--- src/rtl/nand_pkg.sv ---
// Shared types and opcodes for the NAND command/address sequencer.
package nand_pkg;

    typedef enum logic [2:0] {
        S_IDLE,
        S_CMD1,
        S_ADDR,
        S_CMD2,
        S_DONE
    } nand_state_e;

    localparam logic [7:0] CMD_READ_1  = 8'h00;
    localparam logic [7:0] CMD_READ_2  = 8'h30;
    localparam logic [7:0] CMD_PROG_1  = 8'h80;
    localparam logic [7:0] CMD_PROG_2  = 8'h10;
    localparam logic [7:0] CMD_ERASE_1 = 8'h60;
    localparam logic [7:0] CMD_ERASE_2 = 8'hD0;
    localparam logic [7:0] CMD_RESET   = 8'hFF;

    // True for states that drive a bus cycle onto the NAND pins.
    function automatic logic is_bus_state(input nand_state_e s);
        return (s == S_CMD1) || (s == S_ADDR) || (s == S_CMD2);
    endfunction

endpackage

--- src/rtl/nand_we_timer.sv ---
// Bus-cycle phase counter: we_n low for T_WP clocks, high for T_WH clocks,
// cycle_end high during the last clock of each bus cycle.
module nand_we_timer #(
    parameter int unsigned T_WP = 2,
    parameter int unsigned T_WH = 2
) (
    input  logic clk,
    input  logic reset,
    input  logic run,
    output logic we_n,
    output logic cycle_end
);

    localparam int unsigned TOT = T_WP + T_WH;
    localparam int unsigned PW  = (TOT > 1) ? $clog2(TOT) : 1;

    logic [PW-1:0] r_phase;
    logic [PW-1:0] w_phase_nxt;
    logic          r_active;
    logic          r_we_n;
    logic          r_cycle_end;

    // First clock after going active starts a fresh bus cycle at phase 0.
    always_comb begin
        w_phase_nxt = '0;
        if (r_active && (r_phase != PW'(TOT - 1))) begin
            w_phase_nxt = r_phase + PW'(1);
        end
    end

    always_ff @(posedge clk) begin
        if (reset || !run) begin
            r_phase     <= '0;
            r_active    <= 1'b0;
            r_we_n      <= 1'b1;
            r_cycle_end <= 1'b0;
        end else begin
            r_phase     <= w_phase_nxt;
            r_active    <= 1'b1;
            r_we_n      <= (w_phase_nxt >= PW'(T_WP));
            r_cycle_end <= (w_phase_nxt == PW'(TOT - 1));
        end
    end

    assign we_n      = r_we_n;
    assign cycle_end = r_cycle_end;

endmodule

--- src/rtl/nand_cmd_addr_seq.sv ---
// NAND command/address sequencer: CMD1, up to ADDR_CYCLES address bytes
// (LSB first), optional CMD2, then a one-clock done pulse.
module nand_cmd_addr_seq
    import nand_pkg::*;
#(
    parameter  int unsigned IO_W        = 8,
    parameter  int unsigned ADDR_CYCLES = 4,
    parameter  int unsigned T_WP        = 2,
    parameter  int unsigned T_WH        = 2,
    localparam int unsigned AW          = IO_W * ADDR_CYCLES
) (
    input  logic            clk,
    input  logic            reset,
    input  logic            start,
    input  logic [IO_W-1:0] cmd1,
    input  logic            has_cmd2,
    input  logic [IO_W-1:0] cmd2,
    input  logic [AW-1:0]   addr,
    input  logic [3:0]      naddr,
    output logic            busy,
    output logic            done,
    output logic            ce_n,
    output logic            cle,
    output logic            ale,
    output logic            we_n,
    output logic [IO_W-1:0] io_out,
    output logic            io_oe
);

    nand_state_e     r_state;
    nand_state_e     w_state_nxt;

    logic [IO_W-1:0] r_cmd1;
    logic [IO_W-1:0] r_cmd2;
    logic            r_has_cmd2;
    logic [AW-1:0]   r_addr_sh;
    logic [AW-1:0]   w_addr_sh_nxt;
    logic [3:0]      r_left;
    logic [3:0]      w_left_nxt;
    logic [3:0]      w_naddr_clamped;
    logic [IO_W-1:0] w_io_nxt;
    logic            w_accept;
    logic            w_run;
    logic            w_we_n;
    logic            w_cycle_end;

    logic            r_busy;
    logic            r_done;
    logic            r_ce_n;
    logic            r_cle;
    logic            r_ale;
    logic [IO_W-1:0] r_io_out;
    logic            r_io_oe;

    assign w_accept        = (r_state == S_IDLE) && start;
    assign w_naddr_clamped = (32'(naddr) > ADDR_CYCLES) ? 4'(ADDR_CYCLES) : naddr;
    assign w_run           = is_bus_state(w_state_nxt);

    nand_we_timer #(
        .T_WP (T_WP),
        .T_WH (T_WH)
    ) u_we_timer (
        .clk       (clk),
        .reset     (reset),
        .run       (w_run),
        .we_n      (w_we_n),
        .cycle_end (w_cycle_end)
    );

    // Next state, address shifter and next IO byte; moves only at bus-cycle end.
    always_comb begin
        w_state_nxt   = r_state;
        w_addr_sh_nxt = r_addr_sh;
        w_left_nxt    = r_left;
        w_io_nxt      = '0;

        unique case (r_state)
            S_IDLE: begin
                if (start) begin
                    w_state_nxt   = S_CMD1;
                    w_addr_sh_nxt = addr;
                    w_left_nxt    = w_naddr_clamped;
                end
            end
            S_CMD1: begin
                if (w_cycle_end) begin
                    if (r_left != 4'd0) begin
                        w_state_nxt = S_ADDR;
                    end else if (r_has_cmd2) begin
                        w_state_nxt = S_CMD2;
                    end else begin
                        w_state_nxt = S_DONE;
                    end
                end
            end
            S_ADDR: begin
                if (w_cycle_end) begin
                    w_addr_sh_nxt = r_addr_sh >> IO_W;
                    w_left_nxt    = r_left - 4'd1;
                    if (r_left == 4'd1) begin
                        w_state_nxt = r_has_cmd2 ? S_CMD2 : S_DONE;
                    end
                end
            end
            S_CMD2: begin
                if (w_cycle_end) begin
                    w_state_nxt = S_DONE;
                end
            end
            S_DONE: begin
                w_state_nxt = S_IDLE;
            end
            default: begin
                w_state_nxt = S_IDLE;
            end
        endcase

        unique case (w_state_nxt)
            S_CMD1:  w_io_nxt = w_accept ? cmd1 : r_cmd1;
            S_ADDR:  w_io_nxt = w_addr_sh_nxt[IO_W-1:0];
            S_CMD2:  w_io_nxt = r_cmd2;
            default: w_io_nxt = '0;
        endcase
    end

    always_ff @(posedge clk) begin
        if (reset) begin
            r_state    <= S_IDLE;
            r_cmd1     <= '0;
            r_cmd2     <= '0;
            r_has_cmd2 <= 1'b0;
            r_addr_sh  <= '0;
            r_left     <= '0;
            r_busy     <= 1'b0;
            r_done     <= 1'b0;
            r_ce_n     <= 1'b1;
            r_cle      <= 1'b0;
            r_ale      <= 1'b0;
            r_io_out   <= '0;
            r_io_oe    <= 1'b0;
        end else begin
            r_state   <= w_state_nxt;
            r_addr_sh <= w_addr_sh_nxt;
            r_left    <= w_left_nxt;
            if (w_accept) begin
                r_cmd1     <= cmd1;
                r_cmd2     <= cmd2;
                r_has_cmd2 <= has_cmd2;
            end
            r_busy   <= (w_state_nxt != S_IDLE);
            r_done   <= (w_state_nxt == S_DONE);
            r_ce_n   <= !w_run;
            r_io_oe  <= w_run;
            r_cle    <= (w_state_nxt == S_CMD1) || (w_state_nxt == S_CMD2);
            r_ale    <= (w_state_nxt == S_ADDR);
            r_io_out <= w_io_nxt;
        end
    end

    assign busy   = r_busy;
    assign done   = r_done;
    assign ce_n   = r_ce_n;
    assign cle    = r_cle;
    assign ale    = r_ale;
    assign we_n   = w_we_n;
    assign io_out = r_io_out;
    assign io_oe  = r_io_oe;

endmodule

--- config.mk ---
export PLATFORM = sky130hd
export DESIGN_NAME = nand_cmd_addr_seq
export DESIGN_NICKNAME = d
export VERILOG_FILES = /design/src/rtl/nand_pkg.sv /design/src/rtl/nand_we_timer.sv /design/src/rtl/nand_cmd_addr_seq.sv
export SDC_FILE = /design/constraint.sdc
export NUM_CORES = 1
export LEC_CHECK = 0
export CAP_MARGIN = 20
export CORE_MARGIN = 2
export CORE_UTILIZATION = 40
export CTS_CLUSTER_DIAMETER = 80
export DETAILED_ROUTE_END_ITERATION = 6
export PLACE_DENSITY = 0.69
export SLEW_MARGIN = 20
export SYNTH_ARGS = -nofsm -noshare
export SYNTH_HDL_FRONTEND = slang
export SYNTH_SLANG_ARGS = --single-unit
--- constraint.sdc ---
create_clock -name clk -period 2.1 [get_ports clk]
set_clock_uncertainty 0.2 [all_clocks]
set_input_delay 0.21 -clock clk [delete_from_list [all_inputs] [get_ports clk]]
set_output_delay 0.21 -clock clk [all_outputs]
set_load 0.005 [all_outputs]
==> results of run 1 <==
through the flow:
stage / worst slack, ns / power, mW / TNS [ns] / cell area, um^2 / utilization
floorplan: 0.02689 / 1.856 / 0 / 3084 / -
CTS: -0.02862 / 3.255 / -0.03397 / 4330 / 0.5907
global placement: -0.1516 / 2.113 / -1.390 / 4083 / 0.5569
detailed placement: -0.2326 / 2.125 / -2.381 / 4083 / 0.5569
finish: 0.005066 / 3.251 / 0 / 4420 / 0.6030
global route: -0.08135 / 3.396 / -0.5443 / 4420 / 0.6030
cells by family (layout without fill, tap and decap cells):
kind of cell	count (synthesis)	count (layout)
and+or+nand+nor	112	112
AOI/OAI and AO/OA	101	101
DFF	75	75
buffers and inverters	39	142
muxes	7	7
adders and majority gates	4	4
xor gates and xnor gates	1	1
flip-flops by register name, summed over array words and instances (netlist names), 2 cells and up:
signal,flops
io_out,8
r_addr_sh,32
r_cmd1,8
r_cmd2,8
r_left,4
r_state,3
u_we_timer.r_phase,2
synth_stat cells (2+ instances only):
master      n
dfxtp_1    75
nand2_1    58
a21oi_1    39
a22oi_1    25
nor2_1     24
inv_1      14
clkbuf_1   12
buf_2      10
mux2i_1     7
o21ai_0     6
a21o_1      5
a32o_1      5
nor4b_1     5
ha_1        4
nor3_1      4
o211ai_1    4
o2bb2ai_1   4
nor2b_1     3
o22ai_1     3
buf_6       2
nand4_1     2
nor3b_1     2
o2111a_1    2
worst min-delay path by stage:
| stage | startpoint | slack (ns) | cells after the start | endpoint |
|---|---|---|---|---|
| floorplan | cmd2[4] | 0.15 | 2 | r_cmd2[4] |
| global placement | u_we_timer.r_phase[0] | 0.24 | 1 | u_we_timer.r_phase[0] |
| detailed placement | r_addr_sh[17] | 0.25 | 2 | r_addr_sh[17] |
| CTS | reset | 0.11 | 4 | done |
| global route | reset | 0.14 | 4 | done |
| finish | reset | 0.13 | 4 | done |
layout by cell type (no fill, tap or decap), types with 3 or more instances in the layout:
cell type         n
a21o_1            5
dfxtp_2           4
clkbuf_8         11
nor2b_1           3
o2bb2ai_2         3
nor4b_1           5
mux2i_1           5
o22ai_1           3
clkdlybuf4s50_1  69
buf_4            38
a32o_1            5
nor2_1           23
a22oi_1          25
inv_1            13
o211ai_1          4
nand2_1          56
dfxtp_1          71
o21ai_0           6
nor3_1            4
buf_6             4
a21oi_1          39
layout make-up:
type	instances	area, um^2	share of cell area
repair buffers	112	1026	0.2321
clock buffers	11	151.4	0.03425
clock inverters	4	50.05	0.01132
multi-input cells	225	1504	0.3402
flip-flops and latches	75	1506	0.3408
well taps	99	123.9	0.02802
inverters	15	58.81	0.01330
per-layer routing:
layer	GRT usage	vias to the layer above	routed length, um
li1	-	1392	-
met1	0.2391	1330	3460
met2	0.3248	49	4014
met3	0.04896	9	332
met4	0.06818	0	119
met5	0	-	0
timing repair:
item / CTS / global route
pin swaps: 9 / 11
setup buffers: 2 / 3
gates cloned: 0 / 0
resized for setup: 12 / 15
endpoints found under the setup margin: 15 / 28
hold buffers: 0 / 0
report_power, final:
part           internal [mW]  switching [mW]
combinational          0.315           0.255
sequential              1.51          0.0466
clock                  0.604           0.516
total                   2.43           0.818
worst max-delay path: stages (launching register included):
cell and delay (ns):
dfxtp_2 0.34, inv_4 0.07, buf_6 0.10, ha_4 0.13, or4b_4 0.48, a31oi_4 0.18, a31oi_4 0.09, o21ai_4 0.17
inv_2 0.04, or2_1 0.19
==> parameters.txt, run 1 <==
Parameter                              Value

Run status
  Run status    completed

Route
  Post-detailed-route wirelength per cell    14.65 um
  Post-route antenna net violation count    0
  Number of detailed-routing iterations run before antenna repair    4
  Drc violations    0
  Wirelength, routed    7926 um
  Via/cell ratio    5.139
  Via count    2,780
  Count of routing violations after the opening detailed-route iteration    184

Global route
  First-pass GRT wire length    12,920 um
  Number of global-route vias before repair    2,730
  Maximum number of pins on one net before global-route repair    56
  Initial antenna violation count    0
  Overall Global Routing Usage    0.1933
  Global route total overflow    0

CTS
  Clock edge transition at the registers on the reported setup and hold paths    0.07 ns
  TritonCTS clock tree    done
  Root buffer selected by CTS    clkbuf_8
  Max Root-Sink Buffers    2
  H-tree depth    3
  Later-pin clock latency in the skew report    0.35 ns
  Number of sinks on the clock net    75
  CTS buffer count    9

STA
  Max-slew violation count    0
  Final Hold Violating Endpoints    0
  Final-layout worst hold slack    0.1305 ns
  Worst slew margin relative to its limit    0.6146
  Endpoints failing setup    0
  Time the worst path needs with I/O delays and setup    2.095 ns
  Worst-Margin Slew    0.5781 ns
  Max Freq    477.3 MHz
  Unrepaired setup endpoints after global routing    true
  Period utilisation layout    0.9976

Critical path
  Startpoint-to-endpoint class of the critical path    reg2reg
  Reg2reg path depth    9
  Start of the worst register-to-register path    r_left[1]
  CP endpoint kind    flip-flop
  Timing endpoint of the critical path    busy
  Nature of the critical path startpoint    flip-flop
  Required time at the worst-slack endpoint    2.15 ns
  Worst Path Arrival    2.14 ns
  Highest net fanout along the worst path    4
  Reg-to-reg setup timing slack    0.005 ns
  Launch point of the worst path    r_left[1]
  Endpoint of the worst register-to-register path    busy

Pwr
  PwrDens    735.5 nW/um^2
  Leak pwr    1.717 nW
  Highest ir drop seen on vdd    0.3901 mV

Placement
  Post-DP HPWL    5641 um
  Dpl cells    522
  Final Wtd Congestion    0.8462
  Number of buffers inserted by port buffering    70

Synth
  Top cell type by total area after synthesis    dfxtp_1
  Complex-gate fraction of the synthesized area    0.2292
  Count of warnings emitted by yosys    0
  Main combinational cell family by area after synthesis    compound AO/OA/AOI/OAI gates
  Synth Area in Adders    0.01631
  Seq/Total Area, Yosys    0.4894
  Share of the synthesized area in the top cell type    0.4894
  Count of flip-flops with a built-in enable after synthesis    0
  Count of mapped cells out of synthesis    339
  Mux share of post-synthesis cell area    0.02284
  Share of async-settable or async-resettable flops after synthesis    0
  Basic-gate share of the synthesized area counting and, or, nand and nor cells    0.1827
  Biggest area contributors in the synthesized netlist    dfxtp_1, nand2_1, a21oi_1, a22oi_1, nor2_1
  Register bit count reported by yosys    75
  Count of unique library cells instantiated by Yosys    47
  Post-synthesis area per instance    9.050 um^2
  Cell area after synthesis    3068 um^2
  Fraction of synthesized cell area in xor and xnor cells    0.002855
  Top_reg_cell synth    dfxtp_1
  Total nets after synthesis    399

Floorplanning
  Initial core utilization    0.4185
  Die area    8386 um^2
  Rows    31
  Die span in x    91.58 um
  Core box area    7331 um^2
  Count of boundary I/O pins    71
  Die height    91.58 um

Worst hold path
  HP Class    in2reg

Flow run
  # Max-Cap Violations    0

Finish
  Layout Nets    498
  Ant diodes    0
  Fill cells    637
  Post-layout instance count excluding filler cells    541
  Area growth from synthesis to layout    44.09%
  Share of layout cells above drive strength 1    0.1991
No activity file was read; power rests on OpenSTA's default activity.
==> run 2, diff against run 1 <==
--- a/config.mk
+++ b/config.mk
@@ -8,10 +8,11 @@
 export CAP_MARGIN = 20
 export CORE_MARGIN = 2
 export CORE_UTILIZATION = 40
-export CTS_CLUSTER_DIAMETER = 80
+export CTS_CLUSTER_DIAMETER = 50
 export DETAILED_ROUTE_END_ITERATION = 6
 export PLACE_DENSITY = 0.69
 export SLEW_MARGIN = 20
 export SYNTH_ARGS = -nofsm -noshare
 export SYNTH_HDL_FRONTEND = slang
 export SYNTH_SLANG_ARGS = --single-unit
+export TNS_END_PERCENT = 20
==> run 2 against run 1 <==
  * First-iteration DRC count increased by 10%
  * Flip-flop and latch count unchanged
  * Sequential share of layout area unchanged
  * Global-route usage unchanged
  * Maximum frequency about the same
  * Via count about the same
  * Clock-buffer cell count unchanged
  * Clock power about the same
  * Combinational power about the same
  * Worst setup slack about the same
  * Critical path depth unchanged
  * Largest cell class unchanged
==> parameters.txt, run 2 (synthesized netlist as in run 1, its figures left out) <==
Parameter                              Value

Critical path
  Required time at the worst-slack endpoint    2.15 ns (about the same)
  Worst Path Arrival    2.14 ns (about the same)
  Library cell appearing most often on the critical path    a31oi_4 (unchanged)
  Startpoint-to-endpoint class of the critical path    reg2reg (unchanged)
  Crit-path cells    inv_4 -> buf_6 -> ha_4 -> or4b_4 -> a31oi_4 -> a31oi_4 -> o21ai_4 -> inv_2 -> or2_1 (unchanged)
  CP max stage delay    0.49 ns (was 0.48 ns)
  Highest net fanout along the worst path    4 (unchanged)
  Cell with the largest stage delay on the worst path    or4b_4 (unchanged)
  Nature of the critical path startpoint    flip-flop (unchanged)
  CP endpoint kind    flip-flop (unchanged)

Finish
  Share of layout cells above drive strength 1    0.1991 (unchanged)
  Area growth from synthesis to layout    44.09% (unchanged)
  Most frequent cells in the layout    dfxtp_1, clkdlybuf4s50_1, nand2_1, a21oi_1, buf_4 (unchanged)
  Ant diodes    0 (unchanged)
  Most frequent standard cell in the layout excluding fill and tap cells    dfxtp_1 (unchanged)
  Number of flip-flops in the largest register    32 (unchanged)
  Layout Nets    498 (unchanged)
  Util after Layout    0.6030 (unchanged)
  Register bank with the most flops    r_addr_sh (unchanged)

Placement
  Final Wtd Congestion    0.8462 (unchanged)
  Post-DP HPWL    5641 um (unchanged)
  Number of buffers inserted by port buffering    70 (unchanged)

STA
  Worst-Margin Slew    0.5689 ns (was 0.5781 ns)
  Endpoints failing setup    0 (unchanged)
  Unrepaired setup endpoints after global routing    true (unchanged)
  Max-slew violation count    0 (unchanged)
  Max Freq    477.4 MHz (was 477.3 MHz)
  Worst slew margin relative to its limit    0.6207 (was 0.6146)
  Final Hold Violating Endpoints    0 (unchanged)
  Period utilisation layout    0.9975 (was 0.9976)
  Time the worst path needs with I/O delays and setup    2.095 ns (about the same)

Flow run
  # Max-Cap Violations    0 (unchanged)

CTS
  TritonCTS clock tree    done (unchanged)
  Max Root-Sink Buffers    2 (unchanged)
  Clock edge transition at the registers on the reported setup and hold paths    0.07 ns (about the same)
  H-tree depth    3 (unchanged)
  CTS buffer count    9 (unchanged)
  Root buffer selected by CTS    clkbuf_8 (unchanged)
  Later-pin clock latency in the skew report    0.35 ns (about the same)
  Number of sinks on the clock net    75 (unchanged)
  Post-CTS Hold Buffers    0 (unchanged)

Route
  Wirelength, routed    7884 um (was 7926 um)
  Via/cell ratio    5.140 (was 5.139)
  Via count    2,781 (was 2,780)
  Drc violations    0 (unchanged)
  Post-detailed-route wirelength per cell    14.57 um (was 14.65 um)
  Post-route antenna net violation count    0 (unchanged)
  Count of routing violations after the opening detailed-route iteration    203 (was 184)
  Number of detailed-routing iterations run before antenna repair    5 (was 4)

Floorplanning
  Initial core utilization    0.4185 (unchanged)
  Die height    91.58 um (unchanged)
  Core box area    7331 um^2 (unchanged)
  Rows    31 (unchanged)
  Count of boundary I/O pins    71 (unchanged)
  Die area    8386 um^2 (unchanged)
  Die span in x    91.58 um (unchanged)

Pwr
  Highest ir drop seen on vdd    0.3904 mV (was 0.3901 mV)
  Total power of the final layout    3.248 mW (was 3.251 mW)
  PwrDens    734.8 nW/um^2 (was 735.5 nW/um^2)
  Leak pwr    1.718 nW (was 1.717 nW)

Global route
  Number of global-route vias before repair    2,730 (unchanged)
  First-pass GRT wire length    12,920 um (unchanged)
  Global route total overflow    0 (unchanged)
  Initial antenna violation count    0 (unchanged)
  Overall Global Routing Usage    0.1933 (unchanged)
  Maximum number of pins on one net before global-route repair    56 (unchanged)

Run status
  Run status    completed (unchanged)

Worst hold path
  HP Class    in2reg (unchanged)
-- run 2: cell counts in the layout (fill, tap and decap cells not counted) --
Identical to the previous run, type by type.
-- run 2: through the flow --
step | hold WS (ns) | setup WS [ns] | cell area, um^2 | std cells | TNS, ns
2_1_floorplan | 0.1460 | 0.02689 | 3084 | 339 | 0
3_3_place_gp | 0.2447 | -0.1516 | 4083 | 522 | -1.390
5_1_grt | 0.1438 | -0.08135 | 4420 | 541 | -0.5436
3_5_place_dp | 0.2493 | -0.2326 | 4083 | 522 | -2.381
6_report | 0.1313 | 0.005209 | 4420 | 541 | 0
4_1_cts | 0.1120 | -0.02862 | 4330 | 538 | -0.03397
-- run 2: final cells by class --
class                   count  area, um^2
fillers                   637        2910
flip-flops and latches     75        1506
multi-input cells         225        1504
repair buffers            112        1026
clock buffers              11       151.4
well taps                  99       123.9
inverters                  15       58.81
clock inverters             4       50.05
-- run 2: per-layer routing --
layer	GRT usage	up-vias	share of wire
met5	0	-	0
met1	0.2391	1327	0.43
met2	0.3248	54	0.51
met3	0.04896	9	0.044
met4	0.06818	0	0.015
li1	-	1391	-
-- run 2: report_power, final --
part | internal [mW] | total (mW) | leakage [nW] | switching (mW)
clock | 0.604 | 1.12 | 0.0974 | 0.514
sequential | 1.51 | 1.56 | 0.618 | 0.0469
combinational | 0.315 | 0.570 | 1.00 | 0.255
-- run 2: worst paths after layout --
path	from	to	slack [ns]	depth (start not counted)
max	r_left[1]	busy	0.005	9
min	reset	done	0.13	4
max reg2reg	r_left[1]	busy	0.005	9
min reg2reg	u_we_timer.r_phase[0]	u_we_timer.cycle_end	0.25	1
-- run 2: critical path: cells and delay by family (launching register included) --
| family | cells | cell delay (ns) |
|---|---|---|
| AO/OA/AOI/OAI | 3 | 0.43 |
| adder cells (fa/ha/maj) | 1 | 0.13 |
| buffers and inverters | 3 | 0.21 |
| flip-flops | 1 | 0.34 |
| AND/OR/NAND/NOR | 2 | 0.68 |
-- run 2: repair_timing --
| action | in CTS | in global routing |
|---|---|---|
| setup endpoints to repair | 15 | 28 |
| gates cloned | 0 | 0 |
| gates resized for setup | 12 | 15 |
| pin swaps | 9 | 8 |
| buffers inserted | 2 | 3 |
